[config.mk]
export PLATFORM = sky130hd
export DESIGN_NAME = icache_line_fill_ctrl
export DESIGN_NICKNAME = d
export VERILOG_FILES = /design/src/rtl/icache_line_fill_ctrl.sv
export SDC_FILE = /design/constraint.sdc
export NUM_CORES = 1
export LEC_CHECK = 0
export BUFFER_PORTS_ARGS = -buffer_cell sky130_fd_sc_hd__buf_2
export CORE_MARGIN = 5
export CORE_UTILIZATION = 35
export CTS_CLUSTER_DIAMETER = 50
export DETAILED_ROUTE_END_ITERATION = 16
export PLACE_DENSITY = 0.63
export SYNTH_ARGS = -nofsm -noshare
export SYNTH_HDL_FRONTEND = slang
export SYNTH_SLANG_ARGS = --single-unit
export TNS_END_PERCENT = 50
[constraint.sdc]
create_clock -name mclk -period 2.1 [get_ports mclk]
set_input_delay 0.105 -clock mclk [delete_from_list [all_inputs] [get_ports mclk]]
set_output_delay 0.105 -clock mclk [all_outputs]
set_load 0.05 [all_outputs]
[src/rtl/icache_line_fill_ctrl.sv]
// icache_line_fill_ctrl
// Moves one cache line (refill) or the whole cache (prefill) from the
// application Wishbone burst port into the icache SRAM. On a refill the word
// the CPU is waiting for is forwarded as soon as its beat arrives. The line
// stays invalid while it fills, and its tag is only written on a clean last
// beat.
// Optional feature macro: ICACHE_PREFILL_EN. When defined, a prefill request
// loads every line starting at address 0. When not defined, prefill requests
// are ignored.
module icache_line_fill_ctrl #(
  parameter int WB_AW      = 32,
  parameter int WB_DW      = 32,
  parameter int CACHELINES = 16,
  parameter int LINE_WORDS = 32,
  parameter int TAG_W      = 20,
  localparam int OFS_W  = $clog2(CACHELINES),
  localparam int PTR_W  = $clog2(LINE_WORDS),
  localparam int MEM_AW = OFS_W + PTR_W
) (
  input  logic                 mclk,
  input  logic                 rst_n,
  // CPU side
  input  logic [WB_AW-1:0]     cpu_addr,
  output logic [WB_DW-1:0]     cpu_dat_o,
  output logic                 cpu_ack_o,
  output logic                 cpu_err_o,
  // application Wishbone burst port
  output logic                 app_stb_o,
  output logic [WB_AW-1:0]     app_adr_o,
  output logic                 app_we_o,
  output logic [WB_DW/8-1:0]   app_sel_o,
  output logic [15:0]          app_bl_o,
  input  logic [WB_DW-1:0]     app_dat_i,
  input  logic                 app_ack_i,
  input  logic                 app_lack_i,
  input  logic                 app_err_i,
  // tag RAM
  input  logic [OFS_W-1:0]     tag_cur_loc,
  output logic                 tag_uwr,
  output logic                 tag_wr,
  output logic [OFS_W-1:0]     tag_uptr,
  output logic [TAG_W:0]       tag_wdata,
  // data SRAM (active-low controls)
  output logic                 mem_csb0,
  output logic                 mem_web0,
  output logic [MEM_AW-1:0]    mem_addr0,
  output logic [WB_DW/8-1:0]   mem_wmask0,
  output logic [WB_DW-1:0]     mem_din0,
  // cache control
  input  logic                 cache_refill_req,
  input  logic                 cache_prefill_req,
  output logic                 cache_busy
);

  localparam logic [15:0] BL_LINE = 16'(LINE_WORDS);
`ifdef ICACHE_PREFILL_EN
  localparam logic [15:0]      BL_CACHE = 16'(LINE_WORDS * CACHELINES);
  localparam logic [PTR_W-1:0] PTR_LAST = PTR_W'(LINE_WORDS - 1);
`endif

`ifdef ICACHE_PREFILL_EN
  typedef enum logic [1:0] {
    ST_IDLE    = 2'd0,
    ST_REFILL  = 2'd1,
    ST_PREFILL = 2'd2,
    ST_DONE    = 2'd3
  } state_t;
`else
  typedef enum logic [1:0] {
    ST_IDLE    = 2'd0,
    ST_REFILL  = 2'd1,
    ST_DONE    = 2'd3
  } state_t;
`endif

  state_t              state_q,     state_d;
  logic [PTR_W-1:0]    ptr_q,       ptr_d;
  logic [OFS_W-1:0]    offset_q,    offset_d;
  logic                fwd_q,       fwd_d;
  logic                busy_q,      busy_d;
  logic                stb_q,       stb_d;
  logic [WB_AW-1:0]    adr_q,       adr_d;
  logic [15:0]         bl_q,        bl_d;
  logic [WB_DW-1:0]    cpu_dat_q,   cpu_dat_d;
  logic                cpu_ack_q,   cpu_ack_d;
  logic                cpu_err_q,   cpu_err_d;
  logic                tag_uwr_q,   tag_uwr_d;
  logic                tag_wr_q,    tag_wr_d;
  logic [OFS_W-1:0]    tag_uptr_q,  tag_uptr_d;
  logic [TAG_W:0]      tag_wdata_q, tag_wdata_d;
  logic                csb_q,       csb_d;
  logic                web_q,       web_d;
  logic [MEM_AW-1:0]   mem_addr_q,  mem_addr_d;
  logic [WB_DW-1:0]    mem_din_q,   mem_din_d;

  // Fields of the CPU fetch address: word within the line, tag, line base.
  logic [PTR_W-1:0]    cpu_word;
  logic [TAG_W-1:0]    cpu_tag;
  logic [WB_AW-1:0]    line_adr;
  logic                in_refill;

  assign cpu_word  = cpu_addr[PTR_W+1:2];
  assign cpu_tag   = cpu_addr[PTR_W+2+TAG_W-1:PTR_W+2];
  assign line_adr  = {cpu_addr[WB_AW-1:PTR_W+2], {(PTR_W+2){1'b0}}};
  assign in_refill = (state_q == ST_REFILL);

`ifdef ICACHE_PREFILL_EN
  logic in_prefill;
  assign in_prefill = (state_q == ST_PREFILL);
`endif

  // Byte-lane qualifiers and the write-enable mirror registered controls.
  assign app_we_o   = 1'b0;
  assign app_sel_o  = {(WB_DW/8){stb_q}};
  assign mem_wmask0 = {(WB_DW/8){~web_q}};

  assign cpu_dat_o  = cpu_dat_q;
  assign cpu_ack_o  = cpu_ack_q;
  assign cpu_err_o  = cpu_err_q;
  assign app_stb_o  = stb_q;
  assign app_adr_o  = adr_q;
  assign app_bl_o   = bl_q;
  assign tag_uwr    = tag_uwr_q;
  assign tag_wr     = tag_wr_q;
  assign tag_uptr   = tag_uptr_q;
  assign tag_wdata  = tag_wdata_q;
  assign mem_csb0   = csb_q;
  assign mem_web0   = web_q;
  assign mem_addr0  = mem_addr_q;
  assign mem_din0   = mem_din_q;
  assign cache_busy = busy_q;

  // Byte-offset bits never select anything; prefill request is dead without the feature.
  logic unused_ok;
`ifdef ICACHE_PREFILL_EN
  assign unused_ok = &{1'b0, cpu_addr[1:0]};
`else
  assign unused_ok = &{1'b0, cpu_addr[1:0], cache_prefill_req};
`endif

  // Next-state and next-output computation for the fill sequencer.
  always_comb begin
    state_d     = state_q;
    ptr_d       = ptr_q;
    offset_d    = offset_q;
    fwd_d       = fwd_q;
    busy_d      = busy_q;
    stb_d       = stb_q;
    adr_d       = adr_q;
    bl_d        = bl_q;
    cpu_dat_d   = cpu_dat_q;
    tag_uptr_d  = tag_uptr_q;
    tag_wdata_d = tag_wdata_q;
    mem_addr_d  = mem_addr_q;
    mem_din_d   = mem_din_q;
    // single-cycle strobes drop unless re-raised below
    cpu_ack_d   = 1'b0;
    cpu_err_d   = 1'b0;
    tag_uwr_d   = 1'b0;
    tag_wr_d    = 1'b0;
    csb_d       = 1'b1;
    web_d       = 1'b1;

    case (state_q)
      ST_IDLE: begin
        if (cache_refill_req) begin
          // Invalidate the victim first so no hit can see a half-filled line.
          state_d     = ST_REFILL;
          busy_d      = 1'b1;
          stb_d       = 1'b1;
          adr_d       = line_adr;
          bl_d        = BL_LINE;
          tag_uwr_d   = 1'b1;
          tag_uptr_d  = tag_cur_loc;
          tag_wdata_d = '0;
          offset_d    = tag_cur_loc;
          ptr_d       = '0;
          fwd_d       = 1'b0;
        end
`ifdef ICACHE_PREFILL_EN
        else if (cache_prefill_req) begin
          state_d  = ST_PREFILL;
          busy_d   = 1'b1;
          stb_d    = 1'b1;
          adr_d    = '0;
          bl_d     = BL_CACHE;
          offset_d = '0;
          ptr_d    = '0;
          fwd_d    = 1'b0;
        end
`endif
      end

`ifdef ICACHE_PREFILL_EN
      ST_REFILL, ST_PREFILL: begin
`else
      ST_REFILL: begin
`endif
        if (app_err_i) begin
          // Bus error wins over everything: the line is left invalid.
          stb_d   = 1'b0;
          state_d = ST_DONE;
          if (in_refill && !fwd_q) begin
            cpu_err_d = 1'b1;
          end
        end else begin
          if (app_ack_i) begin
            csb_d      = 1'b0;
            web_d      = 1'b0;
            mem_addr_d = {offset_q, ptr_q};
            mem_din_d  = app_dat_i;
            ptr_d      = ptr_q + PTR_W'(1);
            if (in_refill && (ptr_q == cpu_word)) begin
              cpu_ack_d = 1'b1;
              cpu_dat_d = app_dat_i;
              fwd_d     = 1'b1;
            end
`ifdef ICACHE_PREFILL_EN
            // Each completed line during prefill gets the line index as its tag.
            if (in_prefill && (ptr_q == PTR_LAST)) begin
              tag_wr_d    = 1'b1;
              tag_uptr_d  = offset_q;
              tag_wdata_d = {1'b1, TAG_W'(offset_q)};
              offset_d    = offset_q + OFS_W'(1);
            end
`endif
          end
          if (app_lack_i) begin
            stb_d   = 1'b0;
            state_d = ST_DONE;
            if (in_refill) begin
              tag_wr_d    = 1'b1;
              tag_uptr_d  = offset_q;
              tag_wdata_d = {1'b1, cpu_tag};
            end
          end
        end
      end

      ST_DONE: begin
        busy_d  = 1'b0;
        stb_d   = 1'b0;
        state_d = ST_IDLE;
      end

      default: begin
        busy_d  = 1'b0;
        stb_d   = 1'b0;
        state_d = ST_IDLE;
      end
    endcase
  end

  // State and every output register; reset returns the block to idle at once.
  always_ff @(posedge mclk or negedge rst_n) begin
    if (!rst_n) begin
      state_q     <= ST_IDLE;
      ptr_q       <= '0;
      offset_q    <= '0;
      fwd_q       <= 1'b0;
      busy_q      <= 1'b0;
      stb_q       <= 1'b0;
      adr_q       <= '0;
      bl_q        <= '0;
      cpu_dat_q   <= '0;
      cpu_ack_q   <= 1'b0;
      cpu_err_q   <= 1'b0;
      tag_uwr_q   <= 1'b0;
      tag_wr_q    <= 1'b0;
      tag_uptr_q  <= '0;
      tag_wdata_q <= '0;
      csb_q       <= 1'b1;
      web_q       <= 1'b1;
      mem_addr_q  <= '0;
      mem_din_q   <= '0;
    end else begin
      state_q     <= state_d;
      ptr_q       <= ptr_d;
      offset_q    <= offset_d;
      fwd_q       <= fwd_d;
      busy_q      <= busy_d;
      stb_q       <= stb_d;
      adr_q       <= adr_d;
      bl_q        <= bl_d;
      cpu_dat_q   <= cpu_dat_d;
      cpu_ack_q   <= cpu_ack_d;
      cpu_err_q   <= cpu_err_d;
      tag_uwr_q   <= tag_uwr_d;
      tag_wr_q    <= tag_wr_d;
      tag_uptr_q  <= tag_uptr_d;
      tag_wdata_q <= tag_wdata_d;
      csb_q       <= csb_d;
      web_q       <= web_d;
      mem_addr_q  <= mem_addr_d;
      mem_din_q   <= mem_din_d;
    end
  end

endmodule

==> run_results.csv <==
group,metric,value,unit
status,status,"complete, no violations",
layout,num_antenna_cells,0,
setup_path,worstPathCellList,"nand2b_1, nor3b_4, buf_4, mux2_2",
layout,area_delta_synth_final,42.3,%
power,power_density,1860,nW/µm²
synth,synth_area_leaders,"dfrtp_1 61%, mux2_2 14%, mux2_4 7.8%",
synth,synth_edf_count,0,
synth,yosys.area.top_type,"dfrtp_1",
setup_path,max_stage_delay,0.43,ns
synth,ys_ff_latch,143,
cts,clock_latency,0.41,ns
timing,setup_slack,0.313,ns
global_routing,track_usage,0.150,
placed_design,place_inst,796,
timing,whs,0.0381,ns
timing,drv_slew,0,
floorplan,row_count,47,
synth,synth_top_area_share,0.615,
route,drt.antenna.violating_nets,0,
setup_path,cp_data_required_time,2.38,ns
setup_path,crit_path_end_kind,"register",
setup_path,critPathSlowestCell,"dfrtp_1",
route,vias,4035,
route,viasPerCell,4.52,
layout,fin_util,0.501,
global_routing,antenna_found_initial,0,
cts,clock_path_buffers,2,
job,maxCapViolCount,0,
cts,cts_resized,0,
route,firstDrtPassIters,4,
layout,drive_gt1_frac,0.542,
placed_design,io_buffers,211,
timing,clock-skew-final,0.00820,ns
setup_path,crit_family,"flip-flops",
cts,clk_pin_slew,0.06,ns
synth,synth_most_common_cell,"dfrtp_1",
timing,tns,0,ns
timing,finalSetupViolations,0,
synth,synthCells,381,
route,drc,0,
placed_design,dp_slack,0.290,ns
route,drt_iter0_drc,168,
timing,hold_violations,0,
timing,rsz0062_at_grt,"false",
setup_path,cp-start-kind,"register",
synth,ys_top_cells_by_count,"142 x dfrtp_1, 72 x mux2_2, 32 x buf_4, 30 x mux2_4, 20 x a22o_1",
power,ir_worst_vdd,1.07,mV
setup_path,critPathBufInv,1,
synth,syn-cell-area,5780,µm²
floorplan,die_h,139,µm
setup_path,worstPathArrival,2.07,ns
setup_path,critPathMaxFanout,30,
route,drt_wl_total,14.2,mm
layout,finalInstanceArea,8230,µm²
cts,numCtsBuffers,17,
global_routing,grt_pass1_vias,4413,
floorplan,die_w,139,µm
timing,fmax,560,MHz
route,post_drt_wl_per_cell,15.9,µm
global_routing,overflow,0,
layout,regArea,3580,µm²
global_routing,met3_usage,0.0552,
global_routing,gr-usage-met2,0.242,
cts,htreeDepth,4,
setup_path,path_class,"reg2reg",
layout,fin_cells,892,
layout,nets,735,
power,fin_total_pwr,15.3,mW
floorplan,dieArea,19200,µm²
worst_hold_path,hp-class,"in2reg",
synth,ys_seq_area_frac,0.619,
global_routing,use_met1,0.184,
global_routing,grt_pass1_wl,23.3,mm
floorplan,core_area,16400,µm²
power,power_leakage,4.26,nW
synth,synth_cell_types,33,
synth,async_flop_share,1.00,
synth,synth.avg_cell_area,15.2,µm²
global_routing,grt.busiest_layer,"met2",
synth,yosys_warnings,0,
placed_design,gp_congestion,0.770,
floorplan,pin_count,238,
layout,multiInputGateArea,1930,µm²
cts,cts.sinks,143,
placed_design,dp_hpwl,9.79,mm
cts,cts_tree,"done",
placed_design,postPlaceCellArea,6970,µm²
layout,fillers,1411,
global_routing,grt_max_degree,77,
timing,post-route-period-util,0.851,
floorplan,start_util,0.352,
cts,cts_root_buf,"clkbuf_16",
synth,synthFlopType,"dfrtp_1",
timing,period_needed,1.79,ns
## registers in the layout, summed over array words and instances, names as in the netlist
register,flops
app_stb_o,1
mem_addr0,9
app_adr_o,25
offset_q,4
tag_uptr,4
tag_uwr,1
cpu_dat_o,32
fwd_q,1
cache_busy,1
mem_din0,32
app_bl_o,1
cpu_ack_o,1
tag_wdata,21
state_q,2
ptr_q,5
tag_wr,1
mem_web0,1
cpu_err_o,1
## layout by cell type (no fill, tap or decap), types with 4 or more instances in the layout
| master | netlist | layout |
|---|---|---|
| nand2_1 | 5 | 5 |
| o21ai_0 | 6 | 6 |
| a21oi_1 | 5 | 5 |
| buf_2 | 9 | 210 |
| inv_1 | 4 | 4 |
| xor2_1 | 5 | 5 |
| clkbuf_16 | 0 | 17 |
| mux2_2 | 72 | 72 |
| a22o_1 | 20 | 20 |
| dfrtp_1 | 142 | 142 |
| buf_4 | 32 | 10 |
| clkinvlp_4 | 0 | 5 |
| dlygate4sd3_1 | 0 | 64 |
| conb_1 | 1 | 23 |
| mux2_4 | 30 | 30 |
| mux2i_1 | 4 | 4 |
| nor2_1 | 13 | 13 |
## worst paths after layout
| check | cells past startpoint | to | from | slack (ns) |
|---|---|---|---|---|
| setup / recovery | 4 | mem_din0[18] | state_q[0] | 0.31 |
| hold / removal | 2 | cpu_err_o | app_err_i | 0.04 |
| setup reg to reg | 4 | mem_din0[18] | state_q[0] | 0.31 |
| hold reg to reg | 1 | cpu_err_o | fwd_q | 0.45 |
| max in group asynchronous | 3 | mem_din0[21] | rst_n | 1.17 |
| min in group asynchronous | 2 | app_adr_o[31] | rst_n | 0.19 |
## report_power, final
group          internal [mW]  total [mW]  switching, mW
registers               3.94        4.60          0.660
clock network           1.88        3.09           1.21
logic                   2.11        7.64           5.53
total                   7.93        15.3           7.40
## layer usage
layer	wire length (µm)	up-vias
li1	-	1836
met1	5970	2011
met2	6750	172
met3	1210	16
met4	271	0
met5	0	-
## cell families after synthesis
kind of cell | Yosys count | synth area share
and+or+nand+nor | 32 | 0.0301
xor gates and xnor gates | 7 | 0.0106
other | 1 | 0.000649
DFF | 143 | 0.619
adders and majority gates | 1 | 0.00216
buffers and inverters | 54 | 0.0643
muxes | 106 | 0.225
AOI/OAI and AO/OA | 37 | 0.0476
## cell type report
cell class / count / area share
clock buffer: 17 / 0.0517
clock inverter: 15 / 0.0225
inverter: 4 / 0.00183
multi-input combinational: 206 / 0.234
sequential: 143 / 0.435
tap: 220 / 0.0335
timing repair buffer: 287 / 0.221
## what timing repair did
action / CTS / global route
hold endpoints to repair: 158 / 0
setup buffers: 0 / 0
hold buffers: 64 / 0
Power figures use the tool's default switching activity.
